`src/rtl/epc_slave_regs_if.sv`:
```
// epc_slave_regs_if: EPC bus between the PS master and the PL register responder
// Ports: epc_cs_n/epc_addr/epc_be/epc_rnw/epc_rd_n/epc_wr_n/epc_data_i driven by master;
//        epc_data_o/epc_rdy driven by slave. Big-endian vectors, bit 0 is the MSB.
interface epc_slave_regs_if;
  logic        epc_cs_n;
  logic [0:31] epc_addr;
  logic [0:3]  epc_be;
  logic        epc_rnw;
  logic        epc_rd_n;
  logic        epc_wr_n;
  logic [0:31] epc_data_i;
  logic [0:31] epc_data_o;
  logic        epc_rdy;
  modport master (output epc_cs_n, epc_addr, epc_be, epc_rnw, epc_rd_n, epc_wr_n, epc_data_i,
                  input epc_data_o, epc_rdy);
  modport slave (input epc_cs_n, epc_addr, epc_be, epc_rnw, epc_rd_n, epc_wr_n, epc_data_i,
                 output epc_data_o, epc_rdy);
endinterface

```
`src/rtl/epc_slave_regs.sv`:
```
// epc_slave_regs: EPC bus responder decoding read/write cycles into RW control and RO status registers
// Ports: clk, rst_n (async, active low); bus (epc_slave_regs_if.slave);
//        ctl_o (NREG x 32 control regs, reg k at [32k+31:32k]); ctl_wr_o (per-reg write pulse);
//        stat_i (NSTAT x 32 status inputs). With EPC_SLAVE_IRQ_EN defined: evt_i[31:0] and irq_o,
//        plus a write-1-to-clear pending register at index NREG+NSTAT.
module epc_slave_regs #(
  parameter int NREG        = 4,
  parameter int NSTAT       = 4,
  parameter int IDX_W       = 4,
  parameter int WAIT_STATES = 1
) (
  input  logic                  clk,
  input  logic                  rst_n,
  epc_slave_regs_if.slave       bus,
  output logic [NREG*32-1:0]    ctl_o,
  output logic [NREG-1:0]       ctl_wr_o,
  input  logic [NSTAT*32-1:0]   stat_i
`ifdef EPC_SLAVE_IRQ_EN
  ,
  input  logic [31:0]           evt_i,
  output logic                  irq_o
`endif
);
  localparam int IDX_LO = 30 - IDX_W;
  typedef enum logic [1:0] {S_IDLE, S_WAIT, S_ACK, S_HOLD} state_t;
  state_t                 state_q, state_d;
  logic [3:0]             cnt_q, cnt_d;
  logic [IDX_W-1:0]       idx_q, idx_d;
  logic [3:0]             be_q, be_d;
  logic                   rnw_q, rnw_d;
  logic [31:0]            wdat_q, wdat_d;
  logic                   rdy_q;
  logic [31:0]            rdat_q, rd_val, mask;
  logic [NREG-1:0][31:0]  ctl_q;
  logic [NREG-1:0]        ctl_wr_q;
  logic                   start, hold_done, ack, wr_go, unused_addr;
  assign start       = !bus.epc_cs_n && (!bus.epc_rd_n || !bus.epc_wr_n);
  assign hold_done   = bus.epc_cs_n || (bus.epc_rd_n && bus.epc_wr_n);
  assign ack         = state_q == S_ACK;
  assign wr_go       = ack && !rnw_q && |be_q;
  // be_q[3] holds epc_be[0], which enables the most significant byte
  assign mask        = {{8{be_q[3]}}, {8{be_q[2]}}, {8{be_q[1]}}, {8{be_q[0]}}};
  assign unused_addr = ^{bus.epc_addr[0:IDX_LO-1], bus.epc_addr[30:31]};
  assign bus.epc_rdy    = rdy_q;
  assign bus.epc_data_o = rdat_q;
  assign ctl_o          = ctl_q;
  assign ctl_wr_o       = ctl_wr_q;
  always_comb begin
    state_d = state_q;
    cnt_d   = cnt_q;
    idx_d   = idx_q;
    be_d    = be_q;
    rnw_d   = rnw_q;
    wdat_d  = wdat_q;
    case (state_q)
      S_IDLE: if (start) begin
        state_d = WAIT_STATES == 0 ? S_ACK : S_WAIT;
        cnt_d   = WAIT_STATES == 0 ? 4'd0 : 4'(WAIT_STATES - 1);
        idx_d   = bus.epc_addr[IDX_LO:29];
        be_d    = bus.epc_be;
        rnw_d   = (!bus.epc_rd_n && !bus.epc_wr_n) ? bus.epc_rnw : !bus.epc_rd_n;
        wdat_d  = bus.epc_data_i;
      end
      // losing chip select while waiting abandons the access without ack or commit
      S_WAIT: begin
        state_d = bus.epc_cs_n ? S_IDLE : cnt_q == 4'd0 ? S_ACK : S_WAIT;
        cnt_d   = (bus.epc_cs_n || cnt_q == 4'd0) ? 4'd0 : cnt_q - 4'd1;
      end
      S_ACK:   state_d = S_HOLD;
      default: state_d = hold_done ? S_IDLE : S_HOLD;
    endcase
  end
`ifdef EPC_SLAVE_IRQ_EN
  logic [31:0] evt_q, pend_q, pend_clr;
  logic        irq_q;
  assign pend_clr = (wr_go && idx_q == IDX_W'(NREG + NSTAT)) ? wdat_q & mask : 32'd0;
  assign irq_o    = irq_q;
  always_ff @(posedge clk or negedge rst_n)
    if (!rst_n) begin
      evt_q  <= '0;
      pend_q <= '0;
      irq_q  <= 1'b0;
    end else begin
      evt_q  <= evt_i;
      pend_q <= (pend_q & ~pend_clr) | (evt_i & ~evt_q);
      irq_q  <= |pend_q;
    end
`endif
  always_comb begin
    rd_val = '0;
    for (int k = 0; k < NREG; k++)
      if (idx_q == IDX_W'(k)) rd_val = ctl_q[k];
    for (int j = 0; j < NSTAT; j++)
      if (idx_q == IDX_W'(NREG + j)) rd_val = stat_i[32*j +: 32];
`ifdef EPC_SLAVE_IRQ_EN
    if (idx_q == IDX_W'(NREG + NSTAT)) rd_val = pend_q;
`endif
  end
  always_ff @(posedge clk or negedge rst_n)
    if (!rst_n) begin
      state_q  <= S_IDLE;
      cnt_q    <= '0;
      idx_q    <= '0;
      be_q     <= '0;
      rnw_q    <= 1'b0;
      wdat_q   <= '0;
      rdy_q    <= 1'b0;
      rdat_q   <= '0;
      ctl_q    <= '0;
      ctl_wr_q <= '0;
    end else begin
      state_q <= state_d;
      cnt_q   <= cnt_d;
      idx_q   <= idx_d;
      be_q    <= be_d;
      rnw_q   <= rnw_d;
      wdat_q  <= wdat_d;
      rdy_q   <= ack;
      if (ack && rnw_q) rdat_q <= rd_val;
      for (int k = 0; k < NREG; k++) begin
        ctl_wr_q[k] <= wr_go && idx_q == IDX_W'(k);
        if (wr_go && idx_q == IDX_W'(k)) ctl_q[k] <= (ctl_q[k] & ~mask) | (wdat_q & mask);
      end
    end
endmodule
```
`src/flat_wrapper.sv`:
```
// flat-port wrapper written by rule: the top's interface ports become plain ports
module epc_slave_regs_flat 
#(
  parameter int NREG        = 4,
  parameter int NSTAT       = 4,
  parameter int IDX_W       = 4,
  parameter int WAIT_STATES = 1
)
  (clk, rst_n, ctl_o, ctl_wr_o, stat_i, bus_epc_cs_n, bus_epc_addr, bus_epc_be, bus_epc_rnw, bus_epc_rd_n, bus_epc_wr_n, bus_epc_data_i, bus_epc_data_o, bus_epc_rdy);
  epc_slave_regs_if bus_i ();
  input  logic clk;
  input  logic rst_n;
  output logic [NREG*32-1:0] ctl_o;
  output logic [NREG-1:0] ctl_wr_o;
  input  logic [NSTAT*32-1:0] stat_i;
  input wire logic [$bits(bus_i.epc_cs_n)-1:0] bus_epc_cs_n;
  input wire logic [$bits(bus_i.epc_addr)-1:0] bus_epc_addr;
  input wire logic [$bits(bus_i.epc_be)-1:0] bus_epc_be;
  input wire logic [$bits(bus_i.epc_rnw)-1:0] bus_epc_rnw;
  input wire logic [$bits(bus_i.epc_rd_n)-1:0] bus_epc_rd_n;
  input wire logic [$bits(bus_i.epc_wr_n)-1:0] bus_epc_wr_n;
  input wire logic [$bits(bus_i.epc_data_i)-1:0] bus_epc_data_i;
  output wire logic [$bits(bus_i.epc_data_o)-1:0] bus_epc_data_o;
  output wire logic [$bits(bus_i.epc_rdy)-1:0] bus_epc_rdy;
  assign bus_i.epc_cs_n = bus_epc_cs_n;
  assign bus_i.epc_addr = bus_epc_addr;
  assign bus_i.epc_be = bus_epc_be;
  assign bus_i.epc_rnw = bus_epc_rnw;
  assign bus_i.epc_rd_n = bus_epc_rd_n;
  assign bus_i.epc_wr_n = bus_epc_wr_n;
  assign bus_i.epc_data_i = bus_epc_data_i;
  assign bus_epc_data_o = bus_i.epc_data_o;
  assign bus_epc_rdy = bus_i.epc_rdy;
  epc_slave_regs #(.NREG(NREG), .NSTAT(NSTAT), .IDX_W(IDX_W), .WAIT_STATES(WAIT_STATES)) u_core (.clk(clk), .rst_n(rst_n), .bus(bus_i), .ctl_o(ctl_o), .ctl_wr_o(ctl_wr_o), .stat_i(stat_i));
endmodule
```
`config.mk`:
```
export PLATFORM = sky130hd
export DESIGN_NAME = epc_slave_regs_flat
export DESIGN_NICKNAME = d
export VERILOG_FILES = /design/src/rtl/epc_slave_regs_if.sv /design/src/rtl/epc_slave_regs.sv /design/src/flat_wrapper.sv
export SDC_FILE = /design/constraint.sdc
export NUM_CORES = 1
export LEC_CHECK = 0
export CAP_MARGIN = 0
export CORE_MARGIN = 2
export CORE_UTILIZATION = 48
export DETAILED_ROUTE_END_ITERATION = 10
export PLACE_DENSITY = 0.86
export SKIP_CTS_REPAIR_TIMING = 1
export SLEW_MARGIN = 30
export SYNTH_ARGS = -nofsm -noshare
export SYNTH_HDL_FRONTEND = slang
export SYNTH_SLANG_ARGS = --single-unit
```
`constraint.sdc`:
```
create_clock -name clk -period 3 [get_ports clk]
set_input_delay 0.75 -clock clk [delete_from_list [all_inputs] [get_ports clk]]
set_output_delay 0.75 -clock clk [all_outputs]
set_load 0.05 [all_outputs]
```
* Word level (Yosys, flattened, before mapping)
Index checks and enable logic that the tools add are counted.
** Word-level totals
- Flip-flop bits (word level) :: 212
- Bits of input ports :: 202
- Output and inout port bits :: 165
- Logic and storage cells :: 75
** Operators by class
- Add/sub/neg operators :: 1
- Equality and inequality tests :: 10
- Multiplexer cells :: 17
- Bitwise operators :: 10
- Reductions and logical operators :: 24
** Operator list (count)
- two-way mux 32 bit :: 8
- bitwise AND 32 bit :: 5
- bitwise OR 32 bit :: 4
- NOT 32 bit :: 1
- == test 4 x 3 -> 1 bit (second input constant) :: 4
- logical AND 1 bit :: 10
- == test 4 x 2 -> 1 bit (second input constant) :: 2
- logical NOT 4 bit :: 2
- two-way mux 2 bit :: 4
- two-way mux 4 bit :: 2
- case mux 4 bit (2 select lines) :: 1
- case mux 2 bit (3 select lines) :: 1
- == test 4 x 1 -> 1 bit (second input constant) :: 1
- logical NOT 1 bit :: 4
- AND reduction 2 bit :: 2
- OR reduction 4 bit :: 1
- subtractor 4 x 1 -> 4 bit (second input constant) :: 1
- logical OR 1 bit :: 3
- == test 2 x 1 -> 1 bit (second input constant) :: 1
- == test 2 bit (second input constant) :: 1
- logical NOT 2 bit :: 1
- != test 2 x 1 -> 1 bit (second input constant) :: 1
- nonzero test 2 bit :: 1
- two-way mux 1 bit :: 1

* Longest topological paths before layout
- Word-level depth :: 9
- Mapped depth :: 7
- Gate-level depth less buffers :: 6

* Worst setup path before layout
No wires, ideal clock.
- Path type :: input -> register
- Start point :: input port bus_epc_rd_n
- End point :: register u_core.be_q[0]
- Setup time :: 0.125 ns
- Arrival time :: 1.731 ns
- Data required time :: 2.875 ns
- Setup slack :: 1.145 ns
- Stages on the path :: 5
- Path buffers :: 2
- Path through :: a21oi_1 -> and2_1 -> clkbuf_1 -> buf_2 -> mux2_2
** Between the ends
- Longest elaborated chain between the ends :: 4
** RTL lines
- from (decl) :: line flat_wrapper.sv:20 : input wire logic [$bits(bus_i.epc_rd_n)-1:0] bus_epc_rd_n;
- logical NOT 1 bit :: line epc_slave_regs.sv:37 : assign start = !bus.epc_cs_n && (!bus.epc_rd_n || !bus.epc_wr_n);
- logical OR 1 bit :: line epc_slave_regs.sv:37
- logical AND 1 bit :: line epc_slave_regs.sv:37
- AND reduction 2 bit (no line)
- to (signal assigned) :: line epc_slave_regs.sv:104 : be_q <= '0;
- to (signal assigned) :: line epc_slave_regs.sv:115 : be_q <= be_d;
- to (decl) :: line epc_slave_regs.sv:29 : logic [3:0] be_q, be_d;
Every way passes these cells.
A chain may end at the register's enable or synchronous reset.

==> flow_summary.toml <==
[outcome]
outcome = "complete, no violations"

[critical_path]
slowest_stage = "clkdlybuf4s50_1"
critPathArrivalTime_ns = 1.74
crit_type = "flop to output pin"
worstSetupEndpointType = "output pin"
path_buf_inv = 1
path_cells = "clkdlybuf4s50_1"
cp.required_ns = 2.25
cpPeakStageDelay_ns = 0.84
start_kind = "flop"
cp_top_family = "buffers and inverters"
crit_fanout = 3

[timing]
fin_setup_tns_ns = 0
rsz0062_at_grt = "false"
setup_violations = 0
timing.final.crit_period_ns = 2.49
worst_pin_slew_ns = 0.849
final_max_slew_viol_count = 0
whs_ns = 0.211
setup_slack_ns = 0.511
max_slew_margin_pct = 43.3
hold_violations = 0
period_share_pct = 83.0
fmax_mhz = 402
finalClockSkew_ns = 0.00886

[routing]
antenna_left = 0
num_vias = 9088
vias_per_cell = 6.01
dr.pass1.iters = 5
wire_per_inst_um = 23.4
drt_iter0_markers = 463
drc = 0
wl_mm = 35.4

[clock_network]
clkTransAtPathRegs_ns = 0.06
clock_sinks = 212
cts_tree = "done"
clock_tree.root_cell = "clkbuf_16"
clock_path_buffers = 3
clk_latency_ns = 0.50
htreeDepth = 1
numCtsBuffers = 23

[logic_synthesis]
yosysTopAreaCellShare_pct = 50.3
yosys.area.top_type = "dfrtp_1"
synth-edff-count = 0
synth-seq-area-share_pct = 50.3
syn_inst = 892
syn_avg_cell_area_sq_um = 11.8
synthArstFlopShare_pct = 100
synthFlopType = "dfrtp_1"
syn_nets = 1095
synth_area_leaders = "dfrtp_1, mux2_2, a21oi_1"
syn-cell-area_sq_mm = 0.0105
ys_warn_count = 0
yosys_register_bits = 212
ys_types = 52

[pwr]
power.density_mw_per_mm2 = 1190
p_int_uw = 9340
pwr-share-clk_pct = 15.4
p_comb_share_pct = 55.3
p_switching_uw = 8460
vdd_drop_max_uv = 847
p_seq_share_pct = 29.4
p_leak_uw = 0.00634
p_sw_share_pct = 47.5

[floorplanning]
start_util_pct = 48.6
coreArea_sq_mm = 0.0217
fp.dieW_um = 152
dieArea_sq_mm = 0.0232
die_h_um = 152
boundaryPins = 367
rows = 54

[grt]
grt_overflow = 0
grt_pass1_wl_mm = 54.4
use_met3_pct = 6.20
use_met1_pct = 38.1
grt_util_met2_pct = 50.4
grt_pass1_vias = 9417
grt_start_max_net_pins = 97
grtUsageTotal_pct = 29.9
grt_busiest_layer = "met2"
antenna_found_initial = 1

[final_layout]
fillers = 1566
fin_nets = 1420
drive_above_1_share_pct = 23.4
areaGrowthSynthToFinish_pct = 42.0

[placed_design]
dp.final_hpwl_mm = 24.6
dp_slack_ns = 0.525
routabilityCongestion = 0.863
port_buffers = 338

[job]
drv_cap = 0

[hold_path]
hp-class = "primary input to asynchronous set/reset pin"
[synth_stat cells, drive strengths merged, types with 2 or more instances]
library cell    n
dfrtp         212
mux2          192
nor2           59
nand2          54
a21oi          51
buf            50
nor2b          31
o21ai          28
nor3           27
a311o          22
o22ai          22
o32ai          22
nand3          20
mux2i          19
clkbuf         18
o211ai          6
a31oi           5
a211o           4
a311oi          4
inv             4
mux4            4
nand3b          4
nand4           4
nand2b          3
a2111oi         2
a21o            2
a221o           2
a221oi          2
a2bb2oi         2
and3            2
and3b           2
nor3b           2
[cell families after synthesis]
logic type,share of synthesized area (%)
AND/OR/NAND/NOR,11.2
AO/OA/AOI/OAI,11.6
flip-flops,50.3
adder cells (fa/ha/maj),0.119
buffers and inverters,3.67
multiplexers,23.2
[routing by layer]
| layer | wire length, um | vias to the layer above | share of wire [%] |
|---|---|---|---|
| li1 | - | 3958 | - |
| met3 | 2650 | 103 | 7.5 |
| met1 | 14100 | 4560 | 40 |
| met4 | 1430 | 0 | 4.0 |
| met5 | 0 | - | 0 |
| met2 | 17200 | 467 | 49 |
[layout by cell type (no fill, tap or decap), types with 23 or more instances in the layout]
cell,n
a21oi_1,51
buf_4,24
clkbuf_16,23
clkdlybuf4s50_1,337
dfrtp_1,208
mux2_2,192
nand2_1,54
nor2_1,58
nor2b_1,29
nor3_1,27
o21ai_0,28
[worst paths after layout]
kind | from | endpoint | slack [ns] | depth (start not counted)
max | flop | ctl_o[46] | 0.51 | 1
min reg2reg | u_core.bus.epc_data_o[16]$_DFFE_PN0P_ | u_core.bus.epc_data_o[16]$_DFFE_PN0P_ | 0.48 | 2
min in group clk | u_core.bus.epc_data_o[16]$_DFFE_PN0P_ | u_core.bus.epc_data_o[16]$_DFFE_PN0P_ | 0.48 | 2
min | rst_n | asynchronous set/reset pin | 0.21 | 1
max in group asynchronous | rst_n | asynchronous set/reset pin | 2.02 | 2
max reg2reg | u_core.idx_q[3]$_DFFE_PN0P_ | flop | 0.68 | 5
[metrics by stage]
stage / util (%) / area, sq um / total power (uW) / instances
after detailed placement: 65.7 / 14300 / 15000 / 1472
after floorplan: - / 10500 / 11500 / 892
after CTS: 69.0 / 15000 / 17800 / 1510
after global placement: 65.7 / 14200 / 14800 / 1472
final: 69.1 / 15000 / 17800 / 1511
after global routing: 69.1 / 15000 / 18600 / 1511
[layout make-up]
class	count	area (sq um)	share of cell area, %
Clock buffer	35	681	4.54
Tap cell	280	350	2.34
Clock inverter	3	40.0	0.267
Timing Repair Buffer	368	3690	24.6
Inverter	4	15.0	0.100
Antenna cell	1	2.50	0.0167
Multi-Input combinational cell	608	4890	32.6
Sequential cell	212	5310	35.5
[power groups by stage]
stage               sequential (uW)  combinational [uW]  clock [uW]
CTS                            5210                9830        2780
global placement               5170                9630           0
floorplan                      7930                3530           0
finish                         5220                9840        2730
global route                   5410               10300        2900
detailed placement             5240                9800           0
Power figures use the tool's default switching activity.
